[src/rtl/mult_share_ctrl.sv]
// Two-requester arbiter and strobe sequencer for the shared shift-add multiplier.
// Define MULT_RR_ARB_EN for round-robin arbitration; otherwise req0 has fixed priority.
module mult_share_ctrl #(
  parameter int WIDTH = 4,
  parameter int CNT_W = 3
) (
  input  logic clock,
  input  logic reset,
  input  logic req0,
  input  logic req1,
  input  logic lsb,
  output logic init,
  output logic add,
  output logic SR,
  output logic sel,
  output logic busy,
  output logic ack0,
  output logic ack1
);

  typedef enum logic [1:0] {IDLE, LOAD, CALC, DONE} state_t;

  state_t           state;
  logic [CNT_W-1:0] cnt;
  logic [1:0]       req;
  logic             req_sel;
  logic             win;

  assign req     = {req1, req0};
  assign req_sel = req[sel];

  // SR is high exactly in CALC, so add follows the live multiplier LSB only then
  assign add = SR & lsb;

`ifdef MULT_RR_ARB_EN
  // ptr names the requester favoured on the next tie; it is written with the
  // complement of the requester just served, so a tie after reset goes to 0.
  logic ptr;
  always_comb win = (req0 && req1) ? ptr : req1;

  always_ff @(posedge clock or negedge reset) begin
    if (!reset)
      ptr <= 1'b0;
    else if (state == CALC && cnt == CNT_W'(WIDTH-1))
      ptr <= ~sel;
  end
`else
  always_comb win = ~req0;
`endif

  always_ff @(posedge clock or negedge reset) begin
    if (!reset) begin
      state <= IDLE;
      cnt   <= '0;
      sel   <= 1'b0;
      init  <= 1'b0;
      SR    <= 1'b0;
      busy  <= 1'b0;
      ack0  <= 1'b0;
      ack1  <= 1'b0;
    end else begin
      case (state)
        IDLE: begin
          if (req0 || req1) begin
            sel   <= win;
            init  <= 1'b1;
            busy  <= 1'b1;
            state <= LOAD;
          end
        end
        LOAD: begin
          init  <= 1'b0;
          SR    <= 1'b1;
          cnt   <= '0;
          state <= CALC;
        end
        CALC: begin
          cnt <= cnt + 1'b1;
          if (cnt == CNT_W'(WIDTH-1)) begin
            SR    <= 1'b0;
            ack0  <= ~sel;
            ack1  <= sel;
            state <= DONE;
          end
        end
        DONE: begin
          // ack holds for the whole handshake; an early drop makes it a single-cycle pulse
          if (!req_sel) begin
            ack0  <= 1'b0;
            ack1  <= 1'b0;
            busy  <= 1'b0;
            state <= IDLE;
          end
        end
        default: state <= IDLE;
      endcase
    end
  end

endmodule

[config.mk]
export PLATFORM = sky130hd
export DESIGN_NAME = mult_share_ctrl
export DESIGN_NICKNAME = d
export VERILOG_FILES = /design/src/rtl/mult_share_ctrl.sv
export SDC_FILE = /design/constraint.sdc
export NUM_CORES = 1
export LEC_CHECK = 0
export BUFFER_PORTS_ARGS = -buffer_cell sky130_fd_sc_hd__buf_2
export CORE_MARGIN = 2
export CORE_UTILIZATION = 46
export DETAILED_ROUTE_END_ITERATION = 16
export PLACE_DENSITY = 0.71
export SLEW_MARGIN = 20
export SYNTH_ARGS = -nofsm -noshare
export SYNTH_HDL_FRONTEND = slang
export SYNTH_SLANG_ARGS = --single-unit
[constraint.sdc]
create_clock -name clock -period 1.7 [get_ports clock]
set_input_delay 0.17 -clock clock [delete_from_list [all_inputs] [get_ports clock]]
set_output_delay 0.17 -clock clock [all_outputs]
set_load 0.02 [all_outputs]
==> out/summary.txt <==
RUN STATUS
------------------------------------------------------------------------------------------------------
Status ..................................................................................    completed

SYNTHESIS
------------------------------------------------------------------------------------------------------
Sequential cell area fraction in the yosys report .......................................        42.4%
Distinct cells, synth ...................................................................           23
Cell area after synthesis ...............................................................     649 um^2
Synthesized netlist cell count ..........................................................           62
Average cell area after synthesis .......................................................    10.5 um^2
Net Count, Synth ........................................................................           73
Count of warnings emitted by yosys ......................................................            0
Synthesized flop and latch total ........................................................           11

CLOCKING
------------------------------------------------------------------------------------------------------
CTS H-tree depth ........................................................................            1
CTS tree ................................................................................          yes
Sink count of the clock tree ............................................................           11
Max Buffers Root-to-Sink ................................................................            2
Library cell used as clock root buffer .................................................. sky130_fd_sc_hd__clkbuf_4
Clock transition at the register clock pins on the worst setup and hold paths after CTS .      0.07 ns
Later-pin clock latency in the skew report ..............................................      0.27 ns
CTS buffer count ........................................................................            3

GLOBAL ROUTING
------------------------------------------------------------------------------------------------------
Residual overflow from global routing ...................................................            0
Vias in the first global route ..........................................................          477
Global-route wire length before repair ..................................................      2.10 mm
Initial antenna violation count .........................................................            0
Total track usage .......................................................................        16.1%
Largest net degree at the start of global routing .......................................           12

PWR
------------------------------------------------------------------------------------------------------
Standby leakage power ...................................................................     0.367 nW
Maximum ir drop on the vdd rail .........................................................      1070 uV
Total power divided by cell area ........................................................ 1780 nW/um^2

DETAILED ROUTING
------------------------------------------------------------------------------------------------------
Antenna Violating Nets Remaining ........................................................            0
DRT Pass-1 Iters ........................................................................            3
Drt wl/cell .............................................................................      12.5 um
Routed vias .............................................................................          488
Total wirelength of the detailed-routed design ..........................................      1.18 mm
DRC marker count from the first detailed-route iteration ................................           10
Routed via count divided by cell count ..................................................         5.19
# DRC ...................................................................................            0

TIMING
------------------------------------------------------------------------------------------------------
Number of max-slew violations in the final report .......................................            0
Achievable Freq .........................................................................      630 MHz
Setup violators final ...................................................................            0
Setup clock skew after layout ...........................................................    0.0114 ns
Slew margin rel. ........................................................................        79.7%
Actual transition at the worst max-transition pin .......................................     0.305 ns
Fin crit period .........................................................................      1.59 ns
Total negative setup slack ..............................................................         0 ns
Setup repair after global routing missed its margin .....................................        false
Final hold violation count ..............................................................            0
Final Cycle Share .......................................................................        93.4%

SETUP PATH
------------------------------------------------------------------------------------------------------
Maximum fanout count along the critical path ............................................            4
Setup crit end kind .....................................................................         flop
Delay contributed by the slowest stage of the critical path .............................      0.35 ns
Critical setup path kind ................................................................ flop to flop
Ordered list of cells on the worst path ................................................. ha_1, ha_2, and2b_2, a221oi_4, mux2_4
Data arrival time at the worst-slack endpoint ...........................................      1.75 ns
Worst path top cell family by delay .....................................................   flip-flops
Worst path bufs/invs ....................................................................            0
CP startpoint kind ......................................................................         flop
Required time of the worst setup path ...................................................      1.86 ns
Crit-path slowest cell .................................................................. sky130_fd_sc_hd__dfrtp_1

FLOW RUN
------------------------------------------------------------------------------------------------------
Maxcap violations .......................................................................            0

FLOORPLANNING
------------------------------------------------------------------------------------------------------
Row count ...............................................................................           13
DIE WIDTH ...............................................................................      41.6 um
Boundary pin count ......................................................................           12
Effective utilization at floorplan ......................................................        49.3%
Die Y-Extent ............................................................................      41.6 um
Area of the placeable core ..............................................................    1320 um^2
Floorplan die area ......................................................................    1730 um^2

PLACEMENT
------------------------------------------------------------------------------------------------------
HPWL after detailed placement ...........................................................       942 um
Final Wtd Congestion ....................................................................        0.722
Placed Cells ............................................................................           89
IO buf count ............................................................................           11

CELLS AND AREA
------------------------------------------------------------------------------------------------------
Number of antenna cells inserted ........................................................            0
Proportion of layout cells with a drive suffix above 1 ..................................        27.8%
Relative area change from synthesis to final layout .....................................        17.9%
Post-Layout Cell Count ..................................................................           94
Final nets ..............................................................................           91

MIN PATH
------------------------------------------------------------------------------------------------------
Worst min path class .................................................................... input port to flop

sequential cells by signal, summed over array words and instances (netlist names):
| register | count |
|---|---|
| cnt | 3 |
| ack1 | 1 |
| sel | 1 |
| ack0 | 1 |
| busy | 1 |
| SR | 1 |
| init | 1 |
| state | 2 |
what timing repair did:
action / CTS / global route
resized for setup: 0 / 1
endpoints found under the setup margin: 0 / 1
hold endpoints to repair: 11 / 0
setup buffers: 0 / 0
hold buffers: 1 / 0
cells in the mapped netlist:
cell type | number | area share (%)
sky130_fd_sc_hd__mux2_4 | 2 | 4.6
sky130_fd_sc_hd__o22ai_1 | 1 | 0.96
sky130_fd_sc_hd__o2bb2ai_1 | 2 | 2.7
sky130_fd_sc_hd__nand3b_1 | 2 | 2.3
sky130_fd_sc_hd__a22o_1 | 1 | 1.3
sky130_fd_sc_hd__a221oi_4 | 1 | 4.0
sky130_fd_sc_hd__buf_6 | 1 | 1.7
sky130_fd_sc_hd__o21ai_0 | 7 | 5.4
sky130_fd_sc_hd__o311ai_0 | 1 | 1.3
sky130_fd_sc_hd__a221o_1 | 1 | 1.5
sky130_fd_sc_hd__a22o_2 | 1 | 1.5
sky130_fd_sc_hd__a21oi_1 | 3 | 2.3
sky130_fd_sc_hd__nand3_1 | 3 | 2.3
sky130_fd_sc_hd__nand2b_1 | 1 | 0.96
sky130_fd_sc_hd__a21boi_0 | 1 | 1.2
sky130_fd_sc_hd__nor2_1 | 3 | 1.7
sky130_fd_sc_hd__ha_1 | 6 | 12
sky130_fd_sc_hd__and2_1 | 1 | 0.96
sky130_fd_sc_hd__a2bb2oi_1 | 1 | 1.3
sky130_fd_sc_hd__inv_1 | 10 | 5.8
sky130_fd_sc_hd__dfrtp_1 | 11 | 42
sky130_fd_sc_hd__nand2_1 | 1 | 0.58
sky130_fd_sc_hd__and2b_2 | 1 | 1.3
through the flow:
stage               cell area, um^2  power (mW)  utilization, %  hold slack [ns]  worst slack, ns
finish                          766        1.36            58.1            0.160            0.112
detailed placement              727        1.20            55.2           0.0528           0.0970
CTS                             763        1.38            57.9            0.154           0.0959
global placement                727        1.17            55.2           0.0556            0.150
global route                    766        1.48            58.1            0.180           0.0244
floorplan                       649        1.01               -           -0.126           0.0965
per-layer routing:
| layer | vias up | track usage, % | part of all wire (%) |
|---|---|---|---|
| li1 | 254 | - | - |
| met1 | 219 | 19.0 | 46 |
| met2 | 11 | 25.9 | 46 |
| met3 | 4 | 6.52 | 5.1 |
| met4 | 0 | 6.45 | 2.6 |
| met5 | - | 0 | 0 |
layout by cell type, fill, tap and decap left out, types with 2 or more instances in the layout:
master / instances
sky130_fd_sc_hd__dfrtp_1: 11
sky130_fd_sc_hd__buf_2: 11
sky130_fd_sc_hd__inv_1: 10
sky130_fd_sc_hd__o21ai_0: 7
sky130_fd_sc_hd__ha_1: 5
sky130_fd_sc_hd__nor2_1: 3
sky130_fd_sc_hd__nand3_1: 3
sky130_fd_sc_hd__a21oi_1: 3
sky130_fd_sc_hd__clkbuf_4: 3
sky130_fd_sc_hd__mux2_4: 2
sky130_fd_sc_hd__nand3b_1: 2
sky130_fd_sc_hd__o2bb2ai_1: 2
sky130_fd_sc_hd__buf_4: 2
worst paths after layout:
kind | cells after the start | startpoint | slack (ns) | end
setup / recovery | 5 | cnt[0] | 0.11 | state[1]
hold / removal | 2 | req0 | 0.16 | sel
setup reg to reg | 5 | cnt[0] | 0.11 | state[1]
hold reg to reg | 2 | ack1 | 0.53 | ack1
max in group asynchronous | 2 | reset | 1.19 | cnt[2]
min in group asynchronous | 2 | reset | 0.29 | sel
layout make-up:
type	count	area (um^2)
Clock buffer	4	26.3
Fill cell	114	552
Inverter	10	37.5
Multi-Input combinational cell	40	328
Sequential cell	11	275
Tap cell	15	18.8
Timing Repair Buffer	14	80.1
power by group:
group          internal (mW)  switching, mW
clock network         0.0906         0.0837
registers              0.356         0.0690
logic                  0.346          0.416
total                  0.793          0.569
logic make-up (layout without fill, tap and decap cells):
group	count (synthesis)	after routing	synth area share [%]
multiplexers	2	2	4.62
buffers and inverters	11	28	7.51
AND/OR/NAND/NOR	12	12	10.2
adder cells (fa/ha/maj)	6	6	11.6
flip-flops	11	11	42.4
AO/OA/AOI/OAI	20	20	23.7
Note: power is estimated with default switching activity, not from simulation.
